[config.mk]
export PLATFORM = sky130hd
export DESIGN_NAME = tpu_instr_sequencer
export DESIGN_NICKNAME = d
export VERILOG_FILES = /design/src/rtl/tpu_instr_sequencer.sv
export SDC_FILE = /design/constraint.sdc
export NUM_CORES = 2
export LEC_CHECK = 0
export CELL_PAD_IN_SITES_DETAIL_PLACEMENT = 1
export CELL_PAD_IN_SITES_GLOBAL_PLACEMENT = 2
export CORE_MARGIN = 3
export CORE_UTILIZATION = 50
export CTS_BUF_LIST = sky130_fd_sc_hd__clkbuf_4 sky130_fd_sc_hd__clkbuf_8 sky130_fd_sc_hd__clkbuf_16
export CTS_CLUSTER_DIAMETER = 80
export DETAILED_ROUTE_END_ITERATION = 10
export PLACE_DENSITY_LB_ADDON = 0.1
export SLEW_MARGIN = 5
export SYNTH_ARGS = -nofsm -noshare
export SYNTH_HDL_FRONTEND = slang
export SYNTH_SLANG_ARGS = --single-unit
export TNS_END_PERCENT = 10
[constraint.sdc]
create_clock -name clk -period 5.6 [get_ports clk]
set_clock_uncertainty 0.1 [all_clocks]
set_input_delay 0.84 -clock clk [delete_from_list [all_inputs] [get_ports clk]]
set_output_delay 0.84 -clock clk [all_outputs]
set_load 0.005 [all_outputs]
[src/rtl/tpu_instr_sequencer.sv]
// tpu_instr_sequencer
// Fetches 68-bit instructions from a small host-loaded memory and turns them
// into UB-read requests, systolic switch pulses and VPU routing selects.
// Instruction word: [67:66] opcode, [65] transpose, [64] switch,
// [63:60] pathway, [59:51] ptr_select, [50:48] reserved, [47:32] addr,
// [31:16] row_size, [15:0] col_size.
// Host write handshake: a write is taken on a rising edge where
// instr_wr_en && instr_wr_ready; instr_wr_ready is simply !busy, so writes
// presented while the sequencer runs are dropped, never stalled.
module tpu_instr_sequencer #(
    parameter int IMEM_DEPTH = 32,
    localparam int PC_W = $clog2(IMEM_DEPTH)
) (
    input  logic            clk,
    input  logic            rst,
    input  logic            instr_wr_en,
    input  logic [PC_W-1:0] instr_wr_addr,
    input  logic [67:0]     instr_wr_data,
    output logic            instr_wr_ready,
    input  logic            start,
    input  logic [PC_W-1:0] start_pc,
    input  logic            stop,
    output logic            busy,
    output logic            done,
    output logic            ub_rd_start_in,
    output logic            ub_rd_transpose,
    output logic [8:0]      ub_ptr_select,
    output logic [15:0]     ub_rd_addr_in,
    output logic [15:0]     ub_rd_row_size,
    output logic [15:0]     ub_rd_col_size,
    output logic            sys_switch_in,
    output logic [3:0]      vpu_data_pathway
);

    typedef enum logic [2:0] {
        S_IDLE  = 3'd0,
        S_FETCH = 3'd1,
        S_EXEC  = 3'd2,
        S_WAIT  = 3'd3,
        S_DONE  = 3'd4
    } state_t;

    localparam logic [1:0] OP_NOP   = 2'b00;
    localparam logic [1:0] OP_ISSUE = 2'b01;
    localparam logic [1:0] OP_WAIT  = 2'b10;
    localparam logic [1:0] OP_HALT  = 2'b11;

    state_t state_q, state_d;
    logic [PC_W-1:0] pc_q, pc_d;
    logic [15:0] cnt_q, cnt_d;

    logic [67:0] mem [IMEM_DEPTH];
    logic [67:0] rdata_q;

    logic issue_fire;
    logic done_fire;

    // decoded view of the word fetched for the current EXEC cycle
    logic [1:0]  dec_op;
    logic        dec_transpose;
    logic        dec_switch;
    logic [3:0]  dec_pathway;
    logic [8:0]  dec_ptr;
    logic [15:0] dec_addr;
    logic [15:0] dec_row;
    logic [15:0] dec_col;
    logic        unused_rsv;

    // registered outputs
    logic        start_pulse_q;
    logic        switch_pulse_q;
    logic        done_pulse_q;
    logic        transpose_q;
    logic [8:0]  ptr_q;
    logic [15:0] addr_q;
    logic [15:0] row_q;
    logic [15:0] col_q;
    logic [3:0]  pathway_q;

    assign dec_op        = rdata_q[67:66];
    assign dec_transpose = rdata_q[65];
    assign dec_switch    = rdata_q[64];
    assign dec_pathway   = rdata_q[63:60];
    assign dec_ptr       = rdata_q[59:51];
    assign dec_addr      = rdata_q[47:32];
    assign dec_row       = rdata_q[31:16];
    assign dec_col       = rdata_q[15:0];
    assign unused_rsv    = ^rdata_q[50:48];

    // instruction memory: host writes only while idle, synchronous read at pc
    always_ff @(posedge clk) begin
        if (instr_wr_en && (state_q == S_IDLE)) begin
            mem[instr_wr_addr] <= instr_wr_data;
        end
        rdata_q <= mem[pc_q];
    end

    // state, pc and wait counter registers
    always_ff @(posedge clk or posedge rst) begin
        if (rst) begin
            state_q <= S_IDLE;
            pc_q    <= '0;
            cnt_q   <= '0;
        end else begin
            state_q <= state_d;
            pc_q    <= pc_d;
            cnt_q   <= cnt_d;
        end
    end

    // next-state logic; stop outranks every transition including start
    always_comb begin
        state_d    = state_q;
        pc_d       = pc_q;
        cnt_d      = cnt_q;
        issue_fire = 1'b0;
        done_fire  = 1'b0;
        if (stop) begin
            state_d = S_IDLE;
        end else begin
            case (state_q)
                S_IDLE: begin
                    if (start) begin
                        pc_d    = start_pc;
                        state_d = S_FETCH;
                    end
                end
                S_FETCH: begin
                    state_d = S_EXEC;
                end
                S_EXEC: begin
                    case (dec_op)
                        OP_NOP: begin
                            pc_d    = pc_q + 1'b1;
                            state_d = S_FETCH;
                        end
                        OP_ISSUE: begin
                            issue_fire = 1'b1;
                            pc_d       = pc_q + 1'b1;
                            state_d    = S_FETCH;
                        end
                        OP_WAIT: begin
                            if (dec_addr == 16'd0) begin
                                pc_d    = pc_q + 1'b1;
                                state_d = S_FETCH;
                            end else begin
                                cnt_d   = dec_addr;
                                state_d = S_WAIT;
                            end
                        end
                        default: begin
                            state_d = S_DONE;
                        end
                    endcase
                end
                S_WAIT: begin
                    // counter was loaded with N, so N cycles are spent here
                    if (cnt_q <= 16'd1) begin
                        cnt_d   = '0;
                        pc_d    = pc_q + 1'b1;
                        state_d = S_FETCH;
                    end else begin
                        cnt_d = cnt_q - 1'b1;
                    end
                end
                S_DONE: begin
                    done_fire = 1'b1;
                    state_d   = S_IDLE;
                end
                default: begin
                    state_d = S_IDLE;
                end
            endcase
        end
    end

    // output registers: one-cycle pulses plus fields held from the last ISSUE
    always_ff @(posedge clk or posedge rst) begin
        if (rst) begin
            start_pulse_q  <= 1'b0;
            switch_pulse_q <= 1'b0;
            done_pulse_q   <= 1'b0;
            transpose_q    <= 1'b0;
            ptr_q          <= '0;
            addr_q         <= '0;
            row_q          <= '0;
            col_q          <= '0;
            pathway_q      <= '0;
        end else begin
            start_pulse_q  <= issue_fire;
            switch_pulse_q <= issue_fire & dec_switch;
            done_pulse_q   <= done_fire;
            if (issue_fire) begin
                transpose_q <= dec_transpose;
                ptr_q       <= dec_ptr;
                addr_q      <= dec_addr;
                row_q       <= dec_row;
                col_q       <= dec_col;
                pathway_q   <= dec_pathway;
            end
        end
    end

    assign busy             = (state_q != S_IDLE);
    assign instr_wr_ready   = (state_q == S_IDLE);
    assign done             = done_pulse_q;
    assign ub_rd_start_in   = start_pulse_q;
    assign sys_switch_in    = switch_pulse_q;
    assign ub_rd_transpose  = transpose_q;
    assign ub_ptr_select    = ptr_q;
    assign ub_rd_addr_in    = addr_q;
    assign ub_rd_row_size   = row_q;
    assign ub_rd_col_size   = col_q;
    assign vpu_data_pathway = pathway_q;

endmodule

==> run_summary.xml <==
<?xml version="1.0" encoding="UTF-8"?>
<metrics>
  <group name="outcome">
    <metric name="status" unit="">complete, no violations</metric>
  </group>
  <group name="routing">
    <metric name="route.detailed.wl_per_inst" unit="um">33.0</metric>
    <metric name="drc" unit="">0</metric>
    <metric name="detail_route.vias_per_cell" unit="">6.22</metric>
    <metric name="drtPass1Iterations" unit="">7</metric>
    <metric name="routed_wl" unit="um">208000</metric>
    <metric name="drt.antenna.violating_nets" unit="">0</metric>
    <metric name="via_count" unit="">39200</metric>
    <metric name="drt_first_iter_violations" unit="">4183</metric>
  </group>
  <group name="yosys">
    <metric name="synth_cells" unit="">3611</metric>
    <metric name="synth.net_count" unit="">3697</metric>
    <metric name="synth.cell_area" unit="um2">83700</metric>
    <metric name="yosys_most_used_dff" unit="">sky130_fd_sc_hd__edfxtp_1</metric>
    <metric name="post_synth.cell_area_avg" unit="um2">23.2</metric>
    <metric name="number_of_synthesized_register_bits" unit="">2234</metric>
    <metric name="yosys_warnings" unit="">0</metric>
    <metric name="number_of_enable_type_register_cells_in_the_synthesized_netlist" unit="">2080</metric>
    <metric name="synth-async-reset-ratio" unit="">0.0398</metric>
    <metric name="synthDistinctLibCells" unit="">60</metric>
    <metric name="synth_sequential_area_ratio" unit="">0.789</metric>
  </group>
  <group name="placement">
    <metric name="io_buffer_count" unit="">146</metric>
    <metric name="placed_cells_incl_taps" unit="">5882</metric>
    <metric name="routabilityCongestion" unit="">0.739</metric>
    <metric name="dp_slack" unit="ns">1.47</metric>
    <metric name="dp.final_hpwl" unit="um">114000</metric>
  </group>
  <group name="global_route">
    <metric name="grt_first_pass_wirelength" unit="um">304000</metric>
    <metric name="track_usage" unit="">0.244</metric>
    <metric name="grt_max_degree" unit="">88</metric>
    <metric name="vias_in_the_first_global_route" unit="">42300</metric>
    <metric name="grt_ovf" unit="">0</metric>
    <metric name="antenna_found_initial" unit="">8</metric>
  </group>
  <group name="worst_setup_path">
    <metric name="crit_family" unit="">simple AND/OR/NAND/NOR gates</metric>
    <metric name="timing.critical_path.cells" unit="">nor3_1, nand2_1, or3_1, nor2_4, buf_4</metric>
    <metric name="worst_path_max_fanout" unit="">19</metric>
    <metric name="worst_r2r_path_cells" unit="">5</metric>
    <metric name="timing.critical_path.to_type" unit="">flip-flop</metric>
    <metric name="timing.critical_path.slowest_cell_delay" unit="ns">1.00</metric>
    <metric name="data_required_time_at_the_worst_endpoint" unit="ns">6.01</metric>
    <metric name="cp_class" unit="">flip-flop to flip-flop</metric>
    <metric name="cp_slowest_cell" unit="">sky130_fd_sc_hd__nor2_4</metric>
    <metric name="rr_endpoint" unit="">mem[8][26]$_DFFE_PP_</metric>
    <metric name="setup.reg_to_reg.worst_slack" unit="ns">1.69</metric>
    <metric name="path_buf_inv" unit="">1</metric>
    <metric name="crit-reg2reg-launch" unit="">state_q[0]$_DFFE_PP0P_</metric>
    <metric name="crit_arrival" unit="ns">4.33</metric>
    <metric name="setup.worst_path.start_class" unit="">flip-flop</metric>
  </group>
  <group name="flow_run">
    <metric name="max_cap_violations" unit="">0</metric>
  </group>
  <group name="clock_tree">
    <metric name="clock_sink_count" unit="">2234</metric>
    <metric name="post_cts.repair.setup_buffers" unit="">0</metric>
    <metric name="h_tree_depth" unit="">4</metric>
    <metric name="worstSkewPairLatency" unit="ns">0.85</metric>
    <metric name="clockRootBuffer" unit="">sky130_fd_sc_hd__clkbuf_16</metric>
    <metric name="ctsHoldBuffers" unit="">0</metric>
    <metric name="ctsLongestPathBuffers" unit="">3</metric>
    <metric name="cts-resized-gates" unit="">0</metric>
    <metric name="clkSlewWorstSetupHoldPaths" unit="ns">0.06</metric>
    <metric name="cts_tree" unit="">yes</metric>
    <metric name="numCtsBuffers" unit="">221</metric>
  </group>
  <group name="die">
    <metric name="die_width" unit="um">415</metric>
    <metric name="floorplan.initialDensity" unit="">0.505</metric>
    <metric name="die_h" unit="um">415</metric>
    <metric name="coreArea" unit="um2">166000</metric>
    <metric name="pin_count" unit="">150</metric>
    <metric name="design.die.area" unit="um2">172000</metric>
    <metric name="num_rows" unit="">149</metric>
  </group>
  <group name="power_and_ir_drop">
    <metric name="worst_ir_drop_vdd" unit="V">0.000367</metric>
    <metric name="power_density" unit="nW/um2">456</metric>
    <metric name="total_power" unit="mW">43.8</metric>
    <metric name="static-leakage-power" unit="nW">31.2</metric>
  </group>
  <group name="layout">
    <metric name="layout_utilization" unit="">0.580</metric>
    <metric name="num-fill-cells" unit="">13600</metric>
    <metric name="fin_cells" unit="">6302</metric>
    <metric name="post_route_cells_drive_above_1_share" unit="">0.279</metric>
    <metric name="synthToLayoutAreaGrowth" unit="%">14.7</metric>
    <metric name="nets" unit="">4002</metric>
  </group>
  <group name="sta">
    <metric name="worst_slew_pin_slew" unit="ns">1.25</metric>
    <metric name="finalCritPeriodShare" unit="">0.699</metric>
    <metric name="fmax" unit="GHz">0.256</metric>
    <metric name="finalSetupViolations" unit="">0</metric>
    <metric name="rsz0062_at_grt" unit="">false</metric>
    <metric name="layout_min_cycle_time" unit="ns">3.91</metric>
    <metric name="layout_setup_ws" unit="ns">1.69</metric>
    <metric name="slew_viol_final" unit="">0</metric>
    <metric name="totalNegativeSetupSlack" unit="ns">0</metric>
    <metric name="final_hold_viol_count" unit="">0</metric>
    <metric name="slew_headroom" unit="">0.165</metric>
  </group>
  <group name="hold_path">
    <metric name="min_delay_path_depth" unit="">1</metric>
    <metric name="hp-class" unit="">flip-flop to flip-flop</metric>
    <metric name="timing.hold.worst_endpoint" unit="">ub_rd_col_size[12]$_DFFE_PP0P_</metric>
    <metric name="min-delay-start" unit="">rdata_q[12]$_DFF_P_</metric>
  </group>
</metrics>
==> final cells by class <==
cell class                 count  area [um2]  share of cell area
sequential                  2234       66000               0.688
multi-input combinational   1171       16900               0.176
clock buffer                 302        6270              0.0654
timing repair buffer         276        2850              0.0297
tap                         2189        2740              0.0285
clock inverter               116        1120              0.0116
inverter                      12        50.0            0.000522
antenna                        2        5.00           0.0000522
==> cells in the mapped netlist (7+ instances only) <==
cell	n	area [um2]
sky130_fd_sc_hd__clkbuf_1	67	251
sky130_fd_sc_hd__nand2_1	23	86.3
sky130_fd_sc_hd__inv_1	12	45.0
sky130_fd_sc_hd__a22o_1	7	61.3
sky130_fd_sc_hd__buf_1	21	78.8
sky130_fd_sc_hd__a21oi_1	76	380
sky130_fd_sc_hd__mux4_2	520	11700
sky130_fd_sc_hd__dfrtp_1	89	2230
sky130_fd_sc_hd__mux2i_1	130	1300
sky130_fd_sc_hd__o22ai_1	135	845
sky130_fd_sc_hd__dfxtp_1	65	1300
sky130_fd_sc_hd__buf_4	28	210
sky130_fd_sc_hd__buf_2	69	345
sky130_fd_sc_hd__nor2_1	49	184
sky130_fd_sc_hd__edfxtp_1	2080	62500
sky130_fd_sc_hd__a211o_1	66	578
sky130_fd_sc_hd__o21ai_0	9	45.0
sky130_fd_sc_hd__mux2_2	58	653
sky130_fd_sc_hd__buf_6	7	78.8
==> cell families after synthesis <==
group                      count (synthesis)  share of synthesized area
DFF                                     2234                      0.789
AOI/OAI and AO/OA                        328                     0.0263
muxes                                    712                      0.164
adders and majority gates                  3                   0.000449
buffers and inverters                    206                     0.0124
and+or+nand+nor                          128                    0.00830
==> through the flow <==
stage | hold WS [ns] | instance area (um2)
floorplan | 0.313 | 83700
global placement | 0.332 | 88600
detailed placement | 0.344 | 88600
CTS | 0.357 | 95900
global route | 0.370 | 95900
finish | 0.356 | 95900
==> worst register-to-register path, delay by kind of cell, from the launching register on <==
kind / cells / cell delay [ns]
buffers and inverters: 1 / 0.47
flip-flops: 1 / 0.51
AND/OR/NAND/NOR: 4 / 2.50
==> routing by layer <==
layer	vias to the layer above	part of all wire	global-route usage
met2	1331	0.51	0.414
li1	16100	-	-
met5	-	0.000058	0
met4	2	0.023	0.0636
met1	21500	0.40	0.336
met3	284	0.059	0.0365
==> flip-flops by register name, summed over array words and instances (netlist names) <==
register	cells
state_q	3
vpu_data_pathway	4
ub_rd_start_in	1
done	1
mem	2080
cnt_q	16
ub_rd_transpose	1
ub_ptr_select	9
ub_rd_addr_in	16
ub_rd_row_size	16
rdata_q	65
pc_q	5
ub_rd_col_size	16
sys_switch_in	1
==> worst max-delay path by stage <==
| stage | startpoint | end | slack [ns] | cells past startpoint |
|---|---|---|---|---|
| floorplan | state_q[0]$_DFFE_PP0P_ | mem[24][0]$_DFFE_PP_ | 0.75 | 6 |
| global placement | instr_wr_en | mem[4][47]$_DFFE_PP_ | 1.48 | 5 |
| detailed placement | instr_wr_en | mem[4][45]$_DFFE_PP_ | 1.47 | 5 |
| finish | state_q[0]$_DFFE_PP0P_ | mem[8][26]$_DFFE_PP_ | 1.69 | 5 |
| CTS | state_q[0]$_DFFE_PP0P_ | mem[4][56]$_DFFE_PP_ | 1.68 | 5 |
| global route | state_q[0]$_DFFE_PP0P_ | mem[4][46]$_DFFE_PP_ | 1.50 | 5 |
==> cell usage in the layout, fill, tap and decap left out, drive strengths merged, types with 9 or more instances in the layout <==
cell type and count:
a211o 66, clkbuf 302, bufinv 14, o21ai 14, o22ai 135, dfxtp 65
clkinv 84, mux2 62, nor2 49, buf 131, clkinvlp 9, a21oi 77
edfxtp 2080, dfrtp 89, nand2 23, mux2i 130, inv 21, clkdlybuf4s50 145
mux4 520
==> power by group <==
group | leakage, nW | total, mW | switching (mW) | internal [mW]
Combinational | 7.09 | 9.49 | 4.83 | 4.66
Clock | 3.69 | 14.8 | 6.25 | 8.52
Sequential | 20.4 | 19.5 | 0.576 | 18.9
Total | 31.2 | 43.8 | 11.6 | 32.1
Note: power is estimated with default switching activity, not from simulation.
